==> src/rtl/alu_mdu_if.sv <==
// alu_mdu_if: operation/result bundle between ID/EX and the ALU/MDU.
// master = issuing pipeline, slave = execute unit.
interface alu_mdu_if #(
  parameter int XLEN = 32
);
  logic            in_valid;
  logic            in_ready;
  logic [1:0]      alu_op;
  logic [2:0]      funct3;
  logic [6:0]      funct7;
  logic [XLEN-1:0] op_a;
  logic [XLEN-1:0] op_b;
  logic            out_valid;
  logic [XLEN-1:0] result;
  logic            illegal_op;

  modport master (
    output in_valid,
    output alu_op,
    output funct3,
    output funct7,
    output op_a,
    output op_b,
    input  in_ready,
    input  out_valid,
    input  result,
    input  illegal_op
  );

  modport slave (
    input  in_valid,
    input  alu_op,
    input  funct3,
    input  funct7,
    input  op_a,
    input  op_b,
    output in_ready,
    output out_valid,
    output result,
    output illegal_op
  );
endinterface

==> src/rtl/alu_mdu_ctrl.sv <==
// alu_mdu_ctrl: RV32I ALU (1-cycle) plus iterative mul/div unit.
// M extension is compiled only when RV_M_EXT_EN is defined.
module alu_mdu_ctrl #(
  parameter int XLEN  = 32,
  parameter int CNT_W = 6
) (
  input  logic     clk,
  input  logic     rst_n,
  input  logic     flush,
  alu_mdu_if.slave bus
);
  localparam int SHW = $clog2(XLEN);
  localparam logic [6:0] F7_BASE = 7'h00;
  localparam logic [6:0] F7_ALT  = 7'h20;
  localparam logic [6:0] F7_MUL  = 7'h01;

  generate
    if ((XLEN % 2 != 0) || (XLEN < 8) ||
        ((1 << CNT_W) <= XLEN)) begin : g_bad_cfg
      $error("alu_mdu_ctrl: bad XLEN/CNT_W");
    end
  endgenerate

  typedef enum logic [3:0] {
    K_ADD, K_SUB, K_SLL, K_SLT, K_SLTU, K_XOR,
    K_SRL, K_SRA, K_OR, K_AND, K_MUL, K_ILL
  } kind_t;

  function automatic kind_t base_kind(
    input logic [2:0] f3
  );
    kind_t k;
    unique case (f3)
      3'b000: k = K_ADD;
      3'b001: k = K_SLL;
      3'b010: k = K_SLT;
      3'b011: k = K_SLTU;
      3'b100: k = K_XOR;
      3'b101: k = K_SRL;
      3'b110: k = K_OR;
      3'b111: k = K_AND;
    endcase
    return k;
  endfunction

  kind_t           kind;
  logic            f7_base;
  logic            f7_alt;
  logic            f7_mul;
  logic [SHW-1:0]  shamt;
  logic [XLEN-1:0] alu_res;
  logic            in_ready;
  logic            accept;
  logic            acc_alu;
  logic            out_valid_q;
  logic            illegal_q;
  logic [XLEN-1:0] result_q;
  logic            fix_fire;
  logic [XLEN-1:0] m_res;

  assign f7_base = (bus.funct7 == F7_BASE);
  assign f7_alt  = (bus.funct7 == F7_ALT);
  assign f7_mul  = (bus.funct7 == F7_MUL);
  assign shamt   = bus.op_b[SHW-1:0];

  // operation decode from alu_op/funct3/funct7
  always_comb begin
    kind = K_ILL;
    unique case (bus.alu_op)
      2'b00: kind = K_ADD;
      2'b01: kind = K_SUB;
      2'b10: begin
        unique case (1'b1)
          f7_base:
            kind = base_kind(bus.funct3);
          f7_alt && (bus.funct3 == 3'b000):
            kind = K_SUB;
          f7_alt && (bus.funct3 == 3'b101):
            kind = K_SRA;
`ifdef RV_M_EXT_EN
          f7_mul:
            kind = K_MUL;
`endif
          default:
            kind = K_ILL;
        endcase
      end
      2'b11: begin
        unique case (bus.funct3)
          3'b001:
            kind = f7_base ? K_SLL : K_ILL;
          3'b101:
            kind = f7_base ? K_SRL :
                   (f7_alt ? K_SRA : K_ILL);
          default:
            kind = base_kind(bus.funct3);
        endcase
      end
    endcase
  end

  // single-cycle datapath; illegal and M kinds give zero
  always_comb begin
    alu_res = '0;
    unique case (kind)
      K_ADD:  alu_res = bus.op_a + bus.op_b;
      K_SUB:  alu_res = bus.op_a - bus.op_b;
      K_SLL:  alu_res = bus.op_a << shamt;
      K_SLT:  alu_res = {{(XLEN-1){1'b0}},
                         $signed(bus.op_a) <
                         $signed(bus.op_b)};
      K_SLTU: alu_res = {{(XLEN-1){1'b0}},
                         bus.op_a < bus.op_b};
      K_XOR:  alu_res = bus.op_a ^ bus.op_b;
      K_SRL:  alu_res = bus.op_a >> shamt;
      K_SRA:  alu_res = $unsigned(
                $signed(bus.op_a) >>> shamt);
      K_OR:   alu_res = bus.op_a | bus.op_b;
      K_AND:  alu_res = bus.op_a & bus.op_b;
      default: alu_res = '0;
    endcase
  end

  assign accept  = bus.in_valid & in_ready & ~flush;
  assign acc_alu = accept & (kind != K_MUL);

`ifdef RV_M_EXT_EN
  typedef enum logic [1:0] {
    S_IDLE, S_PREP, S_ITER, S_FIX
  } state_t;

  localparam logic [XLEN-1:0] MIN_NEG =
    {1'b1, {(XLEN-1){1'b0}}};

  state_t            state;
  state_t            state_nx;
  logic [CNT_W-1:0]  cnt;
  logic              last_it;
  logic              acc_m;
  logic [XLEN-1:0]   a_q;
  logic [XLEN-1:0]   b_q;
  logic [2:0]        f3_q;
  logic [XLEN-1:0]   d_q;
  logic [XLEN-1:0]   p_hi;
  logic [XLEN-1:0]   p_lo;
  logic              neg_a;
  logic              neg_b;
  logic              sa;
  logic              sb;
  logic              sgn_a;
  logic              sgn_b;
  logic [XLEN-1:0]   abs_a;
  logic [XLEN-1:0]   abs_b;
  logic [XLEN:0]     mul_sum;
  logic [XLEN:0]     div_sh;
  logic [XLEN:0]     div_tr;
  logic [2*XLEN-1:0] step_nx;
  logic [2*XLEN-1:0] prod;
  logic [2*XLEN-1:0] prod_s;
  logic [XLEN-1:0]   quo;
  logic [XLEN-1:0]   rem;
  logic              b_zero;
  logic              ovf;

  assign acc_m   = accept & (kind == K_MUL);
  assign last_it = (cnt == CNT_W'(XLEN-1));

  // FSM state register
  always_ff @(posedge clk or negedge rst_n) begin
    if (!rst_n) state <= S_IDLE;
    else        state <= state_nx;
  end

  // FSM next state; flush always returns to IDLE
  always_comb begin
    state_nx = state;
    unique case (state)
      S_IDLE: if (acc_m) state_nx = S_PREP;
      S_PREP: state_nx = S_ITER;
      S_ITER: if (last_it) state_nx = S_FIX;
      S_FIX:  state_nx = S_IDLE;
      default: state_nx = S_IDLE;
    endcase
    if (flush) state_nx = S_IDLE;
  end

  // FSM outputs
  always_comb begin
    in_ready = (state == S_IDLE) & ~flush;
    fix_fire = (state == S_FIX) & ~flush;
  end

  // iteration counter, 0..XLEN-1 while in ITER
  always_ff @(posedge clk or negedge rst_n) begin
    if (!rst_n)
      cnt <= '0;
    else if ((state == S_ITER) && !last_it)
      cnt <= cnt + 1'b1;
    else
      cnt <= '0;
  end

  // operand signedness and magnitudes
  always_comb begin
    unique case (f3_q)
      3'b001, 3'b100, 3'b110: {sa, sb} = 2'b11;
      3'b010:                 {sa, sb} = 2'b10;
      default:                {sa, sb} = 2'b00;
    endcase
    sgn_a = sa & a_q[XLEN-1];
    sgn_b = sb & b_q[XLEN-1];
    abs_a = sgn_a ? -a_q : a_q;
    abs_b = sgn_b ? -b_q : b_q;
  end

  // one shift-add or restoring shift-subtract step
  always_comb begin
    mul_sum = {1'b0, p_hi} +
              (p_lo[0] ? {1'b0, d_q} : '0);
    div_sh  = {p_hi, p_lo[XLEN-1]};
    div_tr  = div_sh - {1'b0, d_q};
    if (!f3_q[2])
      step_nx = {mul_sum, p_lo[XLEN-1:1]};
    else if (!div_tr[XLEN])
      step_nx = {div_tr[XLEN-1:0],
                 p_lo[XLEN-2:0], 1'b1};
    else
      step_nx = {div_sh[XLEN-1:0],
                 p_lo[XLEN-2:0], 1'b0};
  end

  // latch at accept, set up in PREP, iterate in ITER
  always_ff @(posedge clk or negedge rst_n) begin
    if (!rst_n) begin
      a_q   <= '0;
      b_q   <= '0;
      f3_q  <= '0;
      d_q   <= '0;
      p_hi  <= '0;
      p_lo  <= '0;
      neg_a <= 1'b0;
      neg_b <= 1'b0;
    end else if (acc_m) begin
      a_q  <= bus.op_a;
      b_q  <= bus.op_b;
      f3_q <= bus.funct3;
    end else if (state == S_PREP) begin
      neg_a <= sgn_a;
      neg_b <= sgn_b;
      d_q   <= f3_q[2] ? abs_b : abs_a;
      p_hi  <= '0;
      p_lo  <= f3_q[2] ? abs_a : abs_b;
    end else if (state == S_ITER) begin
      {p_hi, p_lo} <= step_nx;
    end
  end

  // sign fix-up, special divides, result select
  always_comb begin
    prod   = {p_hi, p_lo};
    prod_s = (neg_a ^ neg_b) ? -prod : prod;
    quo    = (neg_a ^ neg_b) ? -p_lo : p_lo;
    rem    = neg_a ? -p_hi : p_hi;
    b_zero = (b_q == '0);
    ovf    = ~f3_q[0] & (a_q == MIN_NEG) & (&b_q);
    if (b_zero) begin
      quo = '1;
      rem = a_q;
    end else if (ovf) begin
      quo = a_q;
      rem = '0;
    end
    unique case (f3_q)
      3'b000:
        m_res = prod_s[XLEN-1:0];
      3'b001, 3'b010, 3'b011:
        m_res = prod_s[2*XLEN-1:XLEN];
      3'b100, 3'b101:
        m_res = quo;
      default:
        m_res = rem;
    endcase
  end
`else
  assign in_ready = ~flush;
  assign fix_fire = 1'b0;
  assign m_res    = '0;
`endif

  // result register; out_valid is a one-cycle pulse
  always_ff @(posedge clk or negedge rst_n) begin
    if (!rst_n) begin
      out_valid_q <= 1'b0;
      illegal_q   <= 1'b0;
      result_q    <= '0;
    end else if (acc_alu) begin
      out_valid_q <= 1'b1;
      illegal_q   <= (kind == K_ILL);
      result_q    <= alu_res;
    end else if (fix_fire) begin
      out_valid_q <= 1'b1;
      illegal_q   <= 1'b0;
      result_q    <= m_res;
    end else begin
      out_valid_q <= 1'b0;
      illegal_q   <= 1'b0;
    end
  end

  assign bus.in_ready   = in_ready;
  assign bus.out_valid  = out_valid_q;
  assign bus.illegal_op = illegal_q;
  assign bus.result     = result_q;
endmodule

==> src/flat_wrapper.sv <==
// flat-port wrapper written by rule: the top's interface ports become plain ports
module alu_mdu_ctrl_flat 
#(
  parameter int XLEN  = 32,
  parameter int CNT_W = 6
)
  (clk, rst_n, flush, bus_in_valid, bus_alu_op, bus_funct3, bus_funct7, bus_op_a, bus_op_b, bus_in_ready, bus_out_valid, bus_result, bus_illegal_op);
  alu_mdu_if #(.XLEN(XLEN)) bus_i ();
  input  logic clk;
  input  logic rst_n;
  input  logic flush;
  input wire logic [$bits(bus_i.in_valid)-1:0] bus_in_valid;
  input wire logic [$bits(bus_i.alu_op)-1:0] bus_alu_op;
  input wire logic [$bits(bus_i.funct3)-1:0] bus_funct3;
  input wire logic [$bits(bus_i.funct7)-1:0] bus_funct7;
  input wire logic [$bits(bus_i.op_a)-1:0] bus_op_a;
  input wire logic [$bits(bus_i.op_b)-1:0] bus_op_b;
  output wire logic [$bits(bus_i.in_ready)-1:0] bus_in_ready;
  output wire logic [$bits(bus_i.out_valid)-1:0] bus_out_valid;
  output wire logic [$bits(bus_i.result)-1:0] bus_result;
  output wire logic [$bits(bus_i.illegal_op)-1:0] bus_illegal_op;
  assign bus_i.in_valid = bus_in_valid;
  assign bus_i.alu_op = bus_alu_op;
  assign bus_i.funct3 = bus_funct3;
  assign bus_i.funct7 = bus_funct7;
  assign bus_i.op_a = bus_op_a;
  assign bus_i.op_b = bus_op_b;
  assign bus_in_ready = bus_i.in_ready;
  assign bus_out_valid = bus_i.out_valid;
  assign bus_result = bus_i.result;
  assign bus_illegal_op = bus_i.illegal_op;
  alu_mdu_ctrl #(.XLEN(XLEN), .CNT_W(CNT_W)) u_core (.clk(clk), .rst_n(rst_n), .flush(flush), .bus(bus_i));
endmodule
==> config.mk <==
export PLATFORM = sky130hd
export DESIGN_NAME = alu_mdu_ctrl_flat
export DESIGN_NICKNAME = d
export VERILOG_FILES = /design/src/rtl/alu_mdu_if.sv /design/src/rtl/alu_mdu_ctrl.sv /design/src/flat_wrapper.sv
export SDC_FILE = /design/constraint.sdc
export NUM_CORES = 1
export LEC_CHECK = 0
export ABC_AREA = 1
export CAP_MARGIN = 10
export CORE_MARGIN = 2
export CORE_UTILIZATION = 60
export DETAILED_ROUTE_END_ITERATION = 6
export DONT_BUFFER_PORTS = 1
export PLACE_DENSITY = 0.87
export SLEW_MARGIN = 20
export SYNTH_ARGS = -nofsm -noshare
export SYNTH_HDL_FRONTEND = slang
export SYNTH_SLANG_ARGS = --single-unit
==> constraint.sdc <==
create_clock -name clk -period 1 [get_ports clk]
set_clock_uncertainty 0.2 [all_clocks]
set_input_delay 0.05 -clock clk [delete_from_list [all_inputs] [get_ports clk]]
set_output_delay 0.05 -clock clk [all_outputs]
set_load 0.01 [all_outputs]
==> results of run 1 <==
==> per-stage QoR <==
step / std cells / cell area [µm²]
after floorplan: 2699 / 13500
after global placement: 3271 / 16500
after detailed placement: 3271 / 16500
after CTS: 3320 / 18400
==> kinds of logic after synthesis <==
logic type,count (synthesis),synth area share [%]
AOI/OAI and AO/OA,168,7.02
xor gates and xnor gates,29,1.94
adders and majority gates,103,9.94
buffers and inverters,521,15.9
DFF,34,6.49
muxes,1,0.0763
and+or+nand+nor,1843,58.6
==> per-layer routing <==
layer,overflow,global-route usage (%)
met1,0,73.6
met2,0,91.4
met3,0,53.2
met4,1,73.2
met5,0,13.0
==> timing repair <==
action,4_1_cts
pin swaps,88
resized for setup,355
cloned,8
setup buffers,35
endpoints found under the setup margin,65
endpoints found under the hold margin,51
==> impl_metrics.tcl, run 1 <==
set metrics [dict create \
    die_width_um 152 \
    tritoncts.num_buffers 5 \
    clock_tree.root_cell "clkbuf_16" \
    finalWeightedCongestion 1.17 \
    synth.cell_area_um2 13100 \
    synth_nets 2882 \
    yosys_most_used_dff "dfrtp_1" \
    last-stage-reached "global routing (5_1_grt)" \
    synth_edf_count 0 \
    syn_inst 2699 \
    detailedPlace.worstSlack_ps -1500 \
    first_pass_grt_wire_length_um 131000 \
    initial_cell_density_of_the_core_pct 60.6 \
    synthDominantAreaCellType "nand2_1" \
    clock_tree_buffer_depth 2 \
    clock_sinks 34 \
    synth.yosys.seq_area_share_pct 6.49 \
    top_level_ports 115 \
    die_h_um 152 \
    run_status "did not finish" \
    ys_async_sr_fraction_pct 100 \
    port_buffers 0 \
    yosys_warnings 0 \
    global_route_total_overflow 1 \
    grt_use_total_pct 72.5 \
    error_message "[ERROR GRT-0116] Global routing finished with congestion. Check the congestion regions in the DRC Viewer." \
    synth-seq-cells 34 \
    ys_top_cells_by_area "nand2_1 (29%), nand3_1 (16%), inv_1 (11%)" \
    clock_tree.htree_level_count 2 \
    synth.top_cell.area_share_pct 29.0 \
    core.rowCount 54 \
    grt_start_max_net_pins 77 \
    number_of_global_route_vias_before_repair 23400 \
    post-synth-top-count-cell "nand2_1" \
    place_hpwl_um 51200 \
    yosys.cell_types.count 38 \
    synth.cells.most_frequent "nand2_1 (1012), nand3_1 (428), inv_1 (381)" \
    postSynthAreaPerCell_um2 4.86 \
]
==> inputs of run 2 (changes only) <==
CORE_UTILIZATION = 40   (was 60)
PLACE_DENSITY = unset   (was 0.87)
PLACE_DENSITY_LB_ADDON = 0.15   (was unset)
==> run 2 against run 1 <==
The flow now finishes, with violations (DRC, hold timing, setup timing). Synthesized cell count did not move. Synthesized area did not move.
==> impl_metrics.tcl, run 2 <==
set metrics [dict create \
    grt_start_max_net_pins 77 \
    finalHoldWorstSlack_ps -759 \
    detailedPlace.worstSlack_ps -1660 \
    grt_use_total_pct 43.2 \
    first_iter_violations 2107 \
    antenna_found_initial 0 \
    synth.cells.most_frequent "nand2_1 (1012), nand3_1 (428), inv_1 (381)" \
    finalWeightedCongestion 1.04 \
    yosys_warnings 0 \
    hold_path.class "input pin to asynchronous set/reset pin" \
    fin_nets 3333 \
    die_h_um 185 \
    synth.cell_area_um2 13100 \
    clock_tree.root_cell "clkbuf_16" \
    transition_time_of_the_tightest_slew_check_pin_ps 419 \
    synth.top_cell.area_share_pct 29.0 \
    global_route_total_overflow 0 \
    first_pass_grt_wire_length_um 110000 \
    count_of_final_max_slew_check_failures 0 \
    die_width_um 185 \
    power.sequential.fraction_pct 12.7 \
    relSlewSlack_pct 71.8 \
    violations "DRC, hold timing, setup timing" \
    finalSetupTns_ps -35040 \
    antenna_cells_inserted 0 \
    drc 2 \
    synth_edf_count 0 \
    ys_top_cells_by_area "nand2_1 (29%), nand3_1 (16%), inv_1 (11%)" \
    design_area_um2 20400 \
    initial_cell_density_of_the_core_pct 40.5 \
    power.switching_mw 8.23 \
    power-per-cell-area_nw_per_um2 812 \
    placeableCoreArea_um2 32400 \
    synth.yosys.seq_area_share_pct 6.49 \
    p_int_mw 8.32 \
    syn_inst 2699 \
    endpoint_kind "flip-flop" \
    postSynthAreaPerCell_um2 4.86 \
    fmaxAchievable_mhz 483 \
    detailedRoute.firstPassIterationCount 7 \
    layout-area-overhead-vs-synth_pct 55.4 \
    number_of_global_route_vias_before_repair 18700 \
    clkTransAtPathRegs_ps 60 \
    routed_via_density 5.49 \
    power.clock.fraction_pct 12.1 \
    synth_nets 2882 \
    yosys_most_used_dff "dfrtp_1" \
    irDropWorstVdd_uv 642 \
    run_status "finished with violations" \
    criticalPathCategory "input pin to flip-flop" \
    wire_per_inst_um 21.0 \
    finalSetupViolCount 66 \
    worst_ep_arrival_ps 2060 \
    critical_path_start_type "input pin" \
    report.power.total_mw 16.5 \
    antenna_violating_nets_post_route 0 \
    timing.critical_path.required_ps 990 \
    tritoncts.num_buffers 5 \
    tritoncts "yes" \
    mostFrequentLayoutCell "nand2_1" \
    clock_tree.htree_level_count 2 \
    port_buffers 0 \
    insertion_delay_ps 300 \
    grt_setup_unrepaired "true" \
    vias 19700 \
    finalWirelength_um 75500 \
    worstPathMaxFanout 5 \
    clock_tree_buffer_depth 2 \
    maxCapViolations 0 \
    post-synth-top-count-cell "nand2_1" \
    mostFrequentLayoutCells "nand2_1 (884), buf_4 (467), nand3_1 (375)" \
    switching_share_pct 49.7 \
    power_frac_comb_pct 75.3 \
    post-route-worst-setup-slack_ps -1070 \
    report.final.hold_viol_count 48 \
    synthDominantAreaCellType "nand2_1" \
    period_needed_ps 2070 \
    clock_sinks 34 \
    top_level_ports 115 \
    synth-seq-cells 34 \
    largest_reg_flops 32 \
    ys_async_sr_fraction_pct 100 \
    die_area_um2 34200 \
    post-route-period-util_pct 207 \
    core.rowCount 66 \
    final_core_utilization_pct 63.0 \
    place_hpwl_um 59800 \
    placed_area_um2 17300 \
    power.static_leakage_nw 11.3 \
    yosys.cell_types.count 38 \
    post_route_cells_drive_above_1_share_pct 33.0 \
]
-- run 2: cell counts after synthesis --
Identical to the previous run, type by type.
-- run 2: path summary, 6_finish.rpt --
path                                      start               endpoint  slack, ps  cells past startpoint
setup / recovery                   bus_op_a[15]  u_core.bus.result[26]      -1070                     17
hold / removal                            rst_n  u_core.bus.result[20]       -760                      0
setup reg to reg           u_core.bus.result[6]   u_core.bus.result[6]         10                      3
hold reg to reg            u_core.bus.result[3]   u_core.bus.result[3]        300                      2
max in group asynchronous                 rst_n  u_core.bus.result[12]       1250                      0
min in group clk                   bus_in_valid   u_core.bus.out_valid       -110                      3
-- run 2: final cells by class --
class	count	area, µm²
Sequential cell	34	858
Fill cell	3315	12000
Multi-Input combinational cell	2145	12200
Timing Repair Buffer	572	5050
Clock buffer	6	139
Timing Repair inverter	1	6.26
Inverter	391	1540
Clock inverter	1	30.0
Tap cell	442	553
-- run 2: timing repair --
action                     4_1_cts  5_1_grt
pin swaps                      136      119
setup buffers                   34       28
cloned                          10        1
hold endpoints to repair        56       44
setup endpoints to repair       66       66
resized for setup              404      211
-- run 2: worst max-delay path, cell delays in order --
cell	delay (ps)
clkinvlp_4	110
ha_4	360
buf_6	120
nand2_4	50
nor2_4	240
inv_2	70
nor2_4	100
buf_6	90
nand3b_1	220
nand2_1	130
nand2_1	50
nand2_1	50
nor2_1	50
nor2_2	150
nand3_2	90
nand2_1	60
nand2_1	40
-- run 2: cells by family (layout without fill, tap and decap cells) --
| logic type | Yosys count | count (layout) | share of synthesized area (%) |
|---|---|---|---|
| xor gates and xnor gates | 29 | 29 | 1.94 |
| and+or+nand+nor | 1843 | 1844 | 58.6 |
| DFF | 34 | 34 | 6.49 |
| muxes | 1 | 1 | 0.0763 |
| AOI/OAI and AO/OA | 168 | 168 | 7.02 |
| buffers and inverters | 521 | 971 | 15.9 |
| adders and majority gates | 103 | 103 | 9.94 |
-- run 2: metrics by stage --
stage | hold WS, ps | instances
after global routing | -768 | 3592
after detailed placement | -445 | 3515
final | -759 | 3592
after CTS | -767 | 3564
after floorplan | -446 | 2699
after global placement | -445 | 3515
-- run 2: power by group through the flow --
stage	registers, mW	logic [mW]	clock network (mW)
final	2.10	12.5	2.00
after global routing	2.10	13.3	2.04
after CTS	2.08	11.5	2.01
after detailed placement	2.04	9.98	0
after global placement	2.05	9.94	0
after floorplan	2.00	5.34	0
-- run 2: layer usage --
layer	track usage (%)	up-vias	part of all wire, %
met4	27.0	0	7.3
met1	54.2	9168	40
li1	-	9266	-
met2	68.7	1055	44
met3	7.49	237	9.2
met5	0	-	0
(Power assumes the default switching activity.)
